`src/rtl/ifmap_window_gen_if.sv`:
```
// Stream bundle for ifmap_window_gen: raster pixel input and 3x3 window output.
interface ifmap_window_gen_if #(
  parameter int unsigned DATA_W = 16,
  parameter int unsigned IMG_W  = 28,
  parameter int unsigned IMG_H  = 28
);
  localparam int unsigned ColW = $clog2(IMG_W);
  localparam int unsigned RowW = $clog2(IMG_H);

  // Pixel input
  logic                   pix_valid;
  logic                   pix_ready;
  logic [DATA_W-1:0]      pix_data;

  // Window output
  logic                   win_valid;
  logic                   win_ready;
  logic [8:0][DATA_W-1:0] ifmap_3x3;
  logic [RowW-1:0]        win_row;
  logic [ColW-1:0]        win_col;
  logic                   win_last;

  // Producer of pixels / consumer of windows
  modport master (
    output pix_valid, pix_data, win_ready,
    input  pix_ready, win_valid, ifmap_3x3, win_row, win_col, win_last
  );

  // The window generator itself
  modport slave (
    input  pix_valid, pix_data, win_ready,
    output pix_ready, win_valid, ifmap_3x3, win_row, win_col, win_last
  );
endinterface

```
`src/rtl/ifmap_window_gen.sv`:
```
// Streaming 3x3 window generator (no padding, stride 1) built from two line
// buffers and a 3x3 column shift register. Pixel words are opaque.
module ifmap_window_gen #(
  parameter int unsigned DATA_W = 16,
  parameter int unsigned IMG_W  = 28,
  parameter int unsigned IMG_H  = 28
) (
  input logic               clk,
  input logic               rst,
  ifmap_window_gen_if.slave bus_io
);

  localparam int unsigned ColW = $clog2(IMG_W);
  localparam int unsigned RowW = $clog2(IMG_H);

  localparam logic [ColW-1:0] ColLast = ColW'(IMG_W - 1);
  localparam logic [RowW-1:0] RowLast = RowW'(IMG_H - 1);
  localparam logic [ColW-1:0] ColTwo  = ColW'(2);
  localparam logic [RowW-1:0] RowTwo  = RowW'(2);

  // Input position counters
  logic [ColW-1:0] col_q, col_d;
  logic [RowW-1:0] row_q, row_d;

  // Line buffers: lb0 holds the previous row, lb1 the row before that
  logic [DATA_W-1:0] lb0_q [IMG_W];
  logic [DATA_W-1:0] lb1_q [IMG_W];
  logic [DATA_W-1:0] lb0_rd, lb1_rd;

  // Window shift register doubles as the output register
  logic [8:0][DATA_W-1:0] win_q, win_d;
  logic                   win_valid_q, win_valid_d;
  logic                   win_last_q, win_last_d;
  logic [RowW-1:0]        win_row_q, win_row_d;
  logic [ColW-1:0]        win_col_q, win_col_d;

  logic pix_ready;
  logic accept;
  logic xfer;
  logic col_end;
  logic row_end;
  logic emit;

  // A held window blocks input so the shift register cannot disturb it
  assign pix_ready = !win_valid_q || bus_io.win_ready;
  assign accept    = bus_io.pix_valid && pix_ready;
  assign xfer      = win_valid_q && bus_io.win_ready;
  assign col_end   = (col_q == ColLast);
  assign row_end   = (row_q == RowLast);
  // Rows 0-1 and cols 0-1 only prime the buffers; this also hides stale
  // line buffer contents left over from the previous frame.
  assign emit      = accept && (row_q >= RowTwo) && (col_q >= ColTwo);

  assign lb0_rd = lb0_q[col_q];
  assign lb1_rd = lb1_q[col_q];

  // Next raster position, wrapping at end of row and end of frame
  always_comb begin
    col_d = col_q;
    row_d = row_q;
    if (accept) begin
      if (col_end) begin
        col_d = '0;
        row_d = row_end ? '0 : row_q + RowW'(1);
      end else begin
        col_d = col_q + ColW'(1);
      end
    end
  end

  // Shift the window left and insert the new right-hand column
  always_comb begin
    win_d = win_q;
    if (accept) begin
      for (int r = 0; r < 3; r++) begin
        win_d[3*r]   = win_q[3*r+1];
        win_d[3*r+1] = win_q[3*r+2];
      end
      win_d[2] = lb1_rd;
      win_d[5] = lb0_rd;
      win_d[8] = bus_io.pix_data;
    end
  end

  // Output valid and window position tags
  always_comb begin
    win_valid_d = win_valid_q;
    win_last_d  = win_last_q;
    win_row_d   = win_row_q;
    win_col_d   = win_col_q;
    if (emit) begin
      win_valid_d = 1'b1;
      win_row_d   = row_q - RowTwo;
      win_col_d   = col_q - ColTwo;
      win_last_d  = row_end && col_end;
    end else if (xfer) begin
      win_valid_d = 1'b0;
    end
  end

  // Line buffer RAM: read-before-write, contents never reset
  always_ff @(posedge clk) begin
    if (accept) begin
      lb1_q[col_q] <= lb0_q[col_q];
      lb0_q[col_q] <= bus_io.pix_data;
    end
  end

  // Control and window state with synchronous reset
  always_ff @(posedge clk) begin
    if (rst) begin
      col_q       <= '0;
      row_q       <= '0;
      win_q       <= '0;
      win_valid_q <= 1'b0;
      win_last_q  <= 1'b0;
      win_row_q   <= '0;
      win_col_q   <= '0;
    end else begin
      col_q       <= col_d;
      row_q       <= row_d;
      win_q       <= win_d;
      win_valid_q <= win_valid_d;
      win_last_q  <= win_last_d;
      win_row_q   <= win_row_d;
      win_col_q   <= win_col_d;
    end
  end

  assign bus_io.pix_ready = pix_ready;
  assign bus_io.win_valid = win_valid_q;
  assign bus_io.ifmap_3x3 = win_q;
  assign bus_io.win_row   = win_row_q;
  assign bus_io.win_col   = win_col_q;
  assign bus_io.win_last  = win_last_q;

endmodule
```
`src/flat_wrapper.sv`:
```
// flat-port wrapper written by rule: the top's interface ports become plain ports
module ifmap_window_gen_flat 
#(
  parameter int unsigned DATA_W = 16,
  parameter int unsigned IMG_W  = 28,
  parameter int unsigned IMG_H  = 28
)
  (clk, rst, bus_io_pix_valid, bus_io_pix_data, bus_io_win_ready, bus_io_pix_ready, bus_io_win_valid, bus_io_ifmap_3x3, bus_io_win_row, bus_io_win_col, bus_io_win_last);
  ifmap_window_gen_if #(.DATA_W(DATA_W), .IMG_W(IMG_W), .IMG_H(IMG_H)) bus_io_i ();
  input logic clk;
  input logic rst;
  input wire logic [$bits(bus_io_i.pix_valid)-1:0] bus_io_pix_valid;
  input wire logic [$bits(bus_io_i.pix_data)-1:0] bus_io_pix_data;
  input wire logic [$bits(bus_io_i.win_ready)-1:0] bus_io_win_ready;
  output wire logic [$bits(bus_io_i.pix_ready)-1:0] bus_io_pix_ready;
  output wire logic [$bits(bus_io_i.win_valid)-1:0] bus_io_win_valid;
  output wire logic [$bits(bus_io_i.ifmap_3x3)-1:0] bus_io_ifmap_3x3;
  output wire logic [$bits(bus_io_i.win_row)-1:0] bus_io_win_row;
  output wire logic [$bits(bus_io_i.win_col)-1:0] bus_io_win_col;
  output wire logic [$bits(bus_io_i.win_last)-1:0] bus_io_win_last;
  assign bus_io_i.pix_valid = bus_io_pix_valid;
  assign bus_io_i.pix_data = bus_io_pix_data;
  assign bus_io_i.win_ready = bus_io_win_ready;
  assign bus_io_pix_ready = bus_io_i.pix_ready;
  assign bus_io_win_valid = bus_io_i.win_valid;
  assign bus_io_ifmap_3x3 = bus_io_i.ifmap_3x3;
  assign bus_io_win_row = bus_io_i.win_row;
  assign bus_io_win_col = bus_io_i.win_col;
  assign bus_io_win_last = bus_io_i.win_last;
  ifmap_window_gen #(.DATA_W(DATA_W), .IMG_W(IMG_W), .IMG_H(IMG_H)) u_core (.clk(clk), .rst(rst), .bus_io(bus_io_i));
endmodule
```
`config.mk`:
```
export PLATFORM = sky130hd
export DESIGN_NAME = ifmap_window_gen_flat
export DESIGN_NICKNAME = d
export VERILOG_FILES = /design/src/rtl/ifmap_window_gen_if.sv /design/src/rtl/ifmap_window_gen.sv /design/src/flat_wrapper.sv
export SDC_FILE = /design/constraint.sdc
export NUM_CORES = 1
export LEC_CHECK = 0
export BUFFER_PORTS_ARGS = -buffer_cell sky130_fd_sc_hd__buf_2
export CAP_MARGIN = 25
export CORE_MARGIN = 2
export CORE_UTILIZATION = 37
export CTS_BUF_LIST = sky130_fd_sc_hd__clkbuf_8
export DETAILED_ROUTE_END_ITERATION = 10
export GPL_TIMING_DRIVEN = 0
export HOLD_SLACK_MARGIN = 0.05
export PLACE_DENSITY = 0.64
export RECOVER_POWER = 100
export SLEW_MARGIN = 20
export SYNTH_ARGS = -nofsm -noshare
export SYNTH_HDL_FRONTEND = slang
export SYNTH_SLANG_ARGS = --single-unit
```
`constraint.sdc`:
```
create_clock -name clk -period 3.23 [get_ports clk]
set_input_delay 0.323 -clock clk [delete_from_list [all_inputs] [get_ports clk]]
set_output_delay 0.323 -clock clk [all_outputs]
set_load 0.1 [all_outputs]
```
==> results_dict.tcl <==
set metrics [dict create \
    status "complete, but fails checks" \
    violations "max-capacitance violations, max-slew violations" \
    path_delay_family "buffers and inverters" \
    setup_tns_ns 0 \
    grt_pass1_wl_um 159000 \
    fmax_mhz 314 \
    cts_sinks 1067 \
    cts_tree "yes" \
    path_depth 6 \
    grt_max_degree 40 \
    die_x_um 335 \
    p_total_w 0.0286 \
    finalCritPeriodShare_pct 98.7 \
    relSlewSlack_pct -6.76 \
    drtAntennaViolNets 0 \
    seq_area_mm2 0.0303 \
    finClkSkew_ns 0.0354 \
    wl_per_cell_um 25.3 \
    dieArea_mm2 0.113 \
    grt.overflow.total 0 \
    min_period_ns 3.19 \
    path_clk_slew_ns 0.07 \
    critPathMaxStageDelay_ns 0.55 \
    clk_path_buf_depth 3 \
    synth_edf_count 896 \
    dp.cells 4103 \
    critPathCaptureType "flop" \
    fin_hold_ws_ns 0.201 \
    synthTopCellsByCount "edfxtp_1, nand2_1, mux2i_1" \
    wl_um 112000 \
    hp-class "input port to flop" \
    rows 121 \
    synth_nets 2497 \
    grt_pass1_vias 23600 \
    syn2layout_area_growth_pct 16.4 \
    syn_avg_cell_area_um2 16.5 \
    vdd_drop_max_mv 0.477 \
    crit_buf_inv 4 \
    antenna_found_initial 1 \
    yosysSeqAreaShare_pct 74.6 \
    nets 2905 \
    final_cells 4420 \
    place.gp.congestion 0.858 \
    core_mm2 0.109 \
    synth_area_leader_cell "edfxtp_1" \
    rsz0062_at_grt "false" \
    synthArstFlopShare_pct 0 \
    cts_buffers 160 \
    yosysMostFrequentCell "edfxtp_1" \
    via_count 23900 \
    floorplan.io_pins 177 \
    htreeDepth 4 \
    yosys_warnings 0 \
    synth.top_cell.area_share_pct 66.2 \
    syn-instance-count 2467 \
    reg2reg_depth 6 \
    final_hold_viol_count 0 \
    required_ns 3.70 \
    drive_above_1_share_pct 16.2 \
    slew_viol_final 300 \
    power.leakage_nw 15.1 \
    yosysUniqueCellTypes 51 \
    synth_flop_cell "edfxtp_1" \
    crit_path_top_delay_cell "or3_1" \
    worstMarginPinSlew_ns 1.60 \
    drt_iter0_drc 2337 \
    drv_cap 10 \
    synth_area_leaders "edfxtp_1, dfxtp_1, mux2i_1" \
    die_y_um 335 \
    start_util_pct 37.3 \
    port_buffers 176 \
    insertion_delay_ns 0.85 \
    root_buffer "clkbuf_8" \
    cp-start-kind "flop" \
    whs_path_depth 5 \
    path_max_fanout 16 \
    crit_chain "clkbuf_2, clkbuf_1, or3_1, nor2_1, buf_12, clkbuf_4" \
    n_fill_cell 9709 \
    p_per_area_mw_per_mm2 605 \
    worstPathArrival_ns 3.66 \
    gr-usage-all-layers_pct 19.6 \
    viasPerCell 5.42 \
    finalSetupViolCount 0 \
    critical_path_class "flop to flop" \
    dpl.hpwl_um 74200 \
    drc 0 \
    dr.pass1.iters 5 \
    synthesis.area_mm2 0.0407 \
    ys_ff_latch 1067 \
    multi_input_area_mm2 0.00984 \
]
[flip-flops by register name, indices dropped and copies added, names as in the netlist, named ones only]
name                     cells
u_core.col_q                 5
u_core.bus_io.win_valid      1
u_core.bus_io.ifmap_3x3    144
u_core.bus_io.win_row        5
u_core.lb0_q               448
u_core.bus_io.win_last       1
u_core.bus_io.win_col        5
u_core.row_q                 5
u_core.lb1_q               448
[power by group]
group	leakage [nW]	total, W	internal, W	switching, W
Clock	1.70	0.0103	0.00520	0.00515
Combinational	3.92	0.00283	0.000754	0.00208
Sequential	9.46	0.0155	0.0153	0.000129
Total	15.1	0.0286	0.0213	0.00736
[per-layer routing]
| metal | part of all wire, % | track usage (%) |
|---|---|---|
| met1 | 39 | 24.8 |
| met2 | 47 | 32.1 |
| met3 | 9.1 | 4.99 |
| met4 | 4.0 | 7.73 |
| met5 | 0 | 0 |
[metrics by stage]
| step | util [%] | setup WS (ns) | instance area, um2 |
|---|---|---|---|
| global placement | 39.8 | -1.37 | 43400 |
| floorplan | - | -0.184 | 40700 |
| CTS | 43.9 | 0.0184 | 47800 |
| detailed placement | 40.9 | -0.327 | 44500 |
| global route | 43.5 | 0.0110 | 47300 |
| finish | 43.5 | 0.0410 | 47300 |
[worst paths after layout]
path | from | slack [ns] | end
max | u_core.col_q[2] | 0.04 | u_core.lb0_q[3][5]
min | bus_io_pix_valid | 0.20 | u_core.bus_io.ifmap_3x3[83]
max reg2reg | u_core.col_q[2] | 0.04 | u_core.lb0_q[3][5]
min reg2reg | u_core.bus_io.ifmap_3x3[103] | 0.45 | u_core.bus_io.ifmap_3x3[103]
[cell families after synthesis]
logic type / synth area share (%)
AOI/OAI and AO/OA: 5.88
and+or+nand+nor: 5.00
xor gates and xnor gates: 0.129
buffers and inverters: 1.94
muxes: 12.1
adders and majority gates: 0.308
DFF: 74.6
[worst min-delay path, stage by stage]
cell      delay [ns]
buf_2           0.11
and2_1          0.13
clkbuf_1        0.16
nor2_1          0.15
a22o_1          0.13
[placed cells by master, fill, tap and decap left out, types with 20 or more instances in the layout]
cell      synthesis  final
a22oi_1          70     70
buf_2            31     28
a21oi_1         188    188
mux2i_1         240    240
nor2_1           76     60
clkbuf_1         79    254
nand3_1          41     31
buf_6             8     20
nand2_1         315    315
inv_1             8     66
clkbuf_8          0    167
mux4_2          104    104
buf_4            23     27
dfxtp_1         171    171
clkinv_1          1     36
edfxtp_1        896    896
[what timing repair did]
action                                  CTS  global route
endpoints found under the setup margin  461           318
pin swaps                                 3             3
setup buffers                             5             4
resized for setup                        13            10
hold buffers                             18             0
hold endpoints to repair                458             0
[final cells by class]
| class | count | share of cell area, % |
|---|---|---|
| Sequential cell | 1067 | 64.1 |
| Multi-Input combinational cell | 1239 | 20.8 |
| Clock buffer | 167 | 4.86 |
| Tap cell | 1414 | 3.74 |
| Timing Repair Buffer | 249 | 3.41 |
| Buffer | 149 | 1.58 |
| Clock inverter | 124 | 1.43 |
| Inverter | 9 | 0.0793 |
| Antenna cell | 2 | 0.0106 |
(Power assumes the default switching activity.)
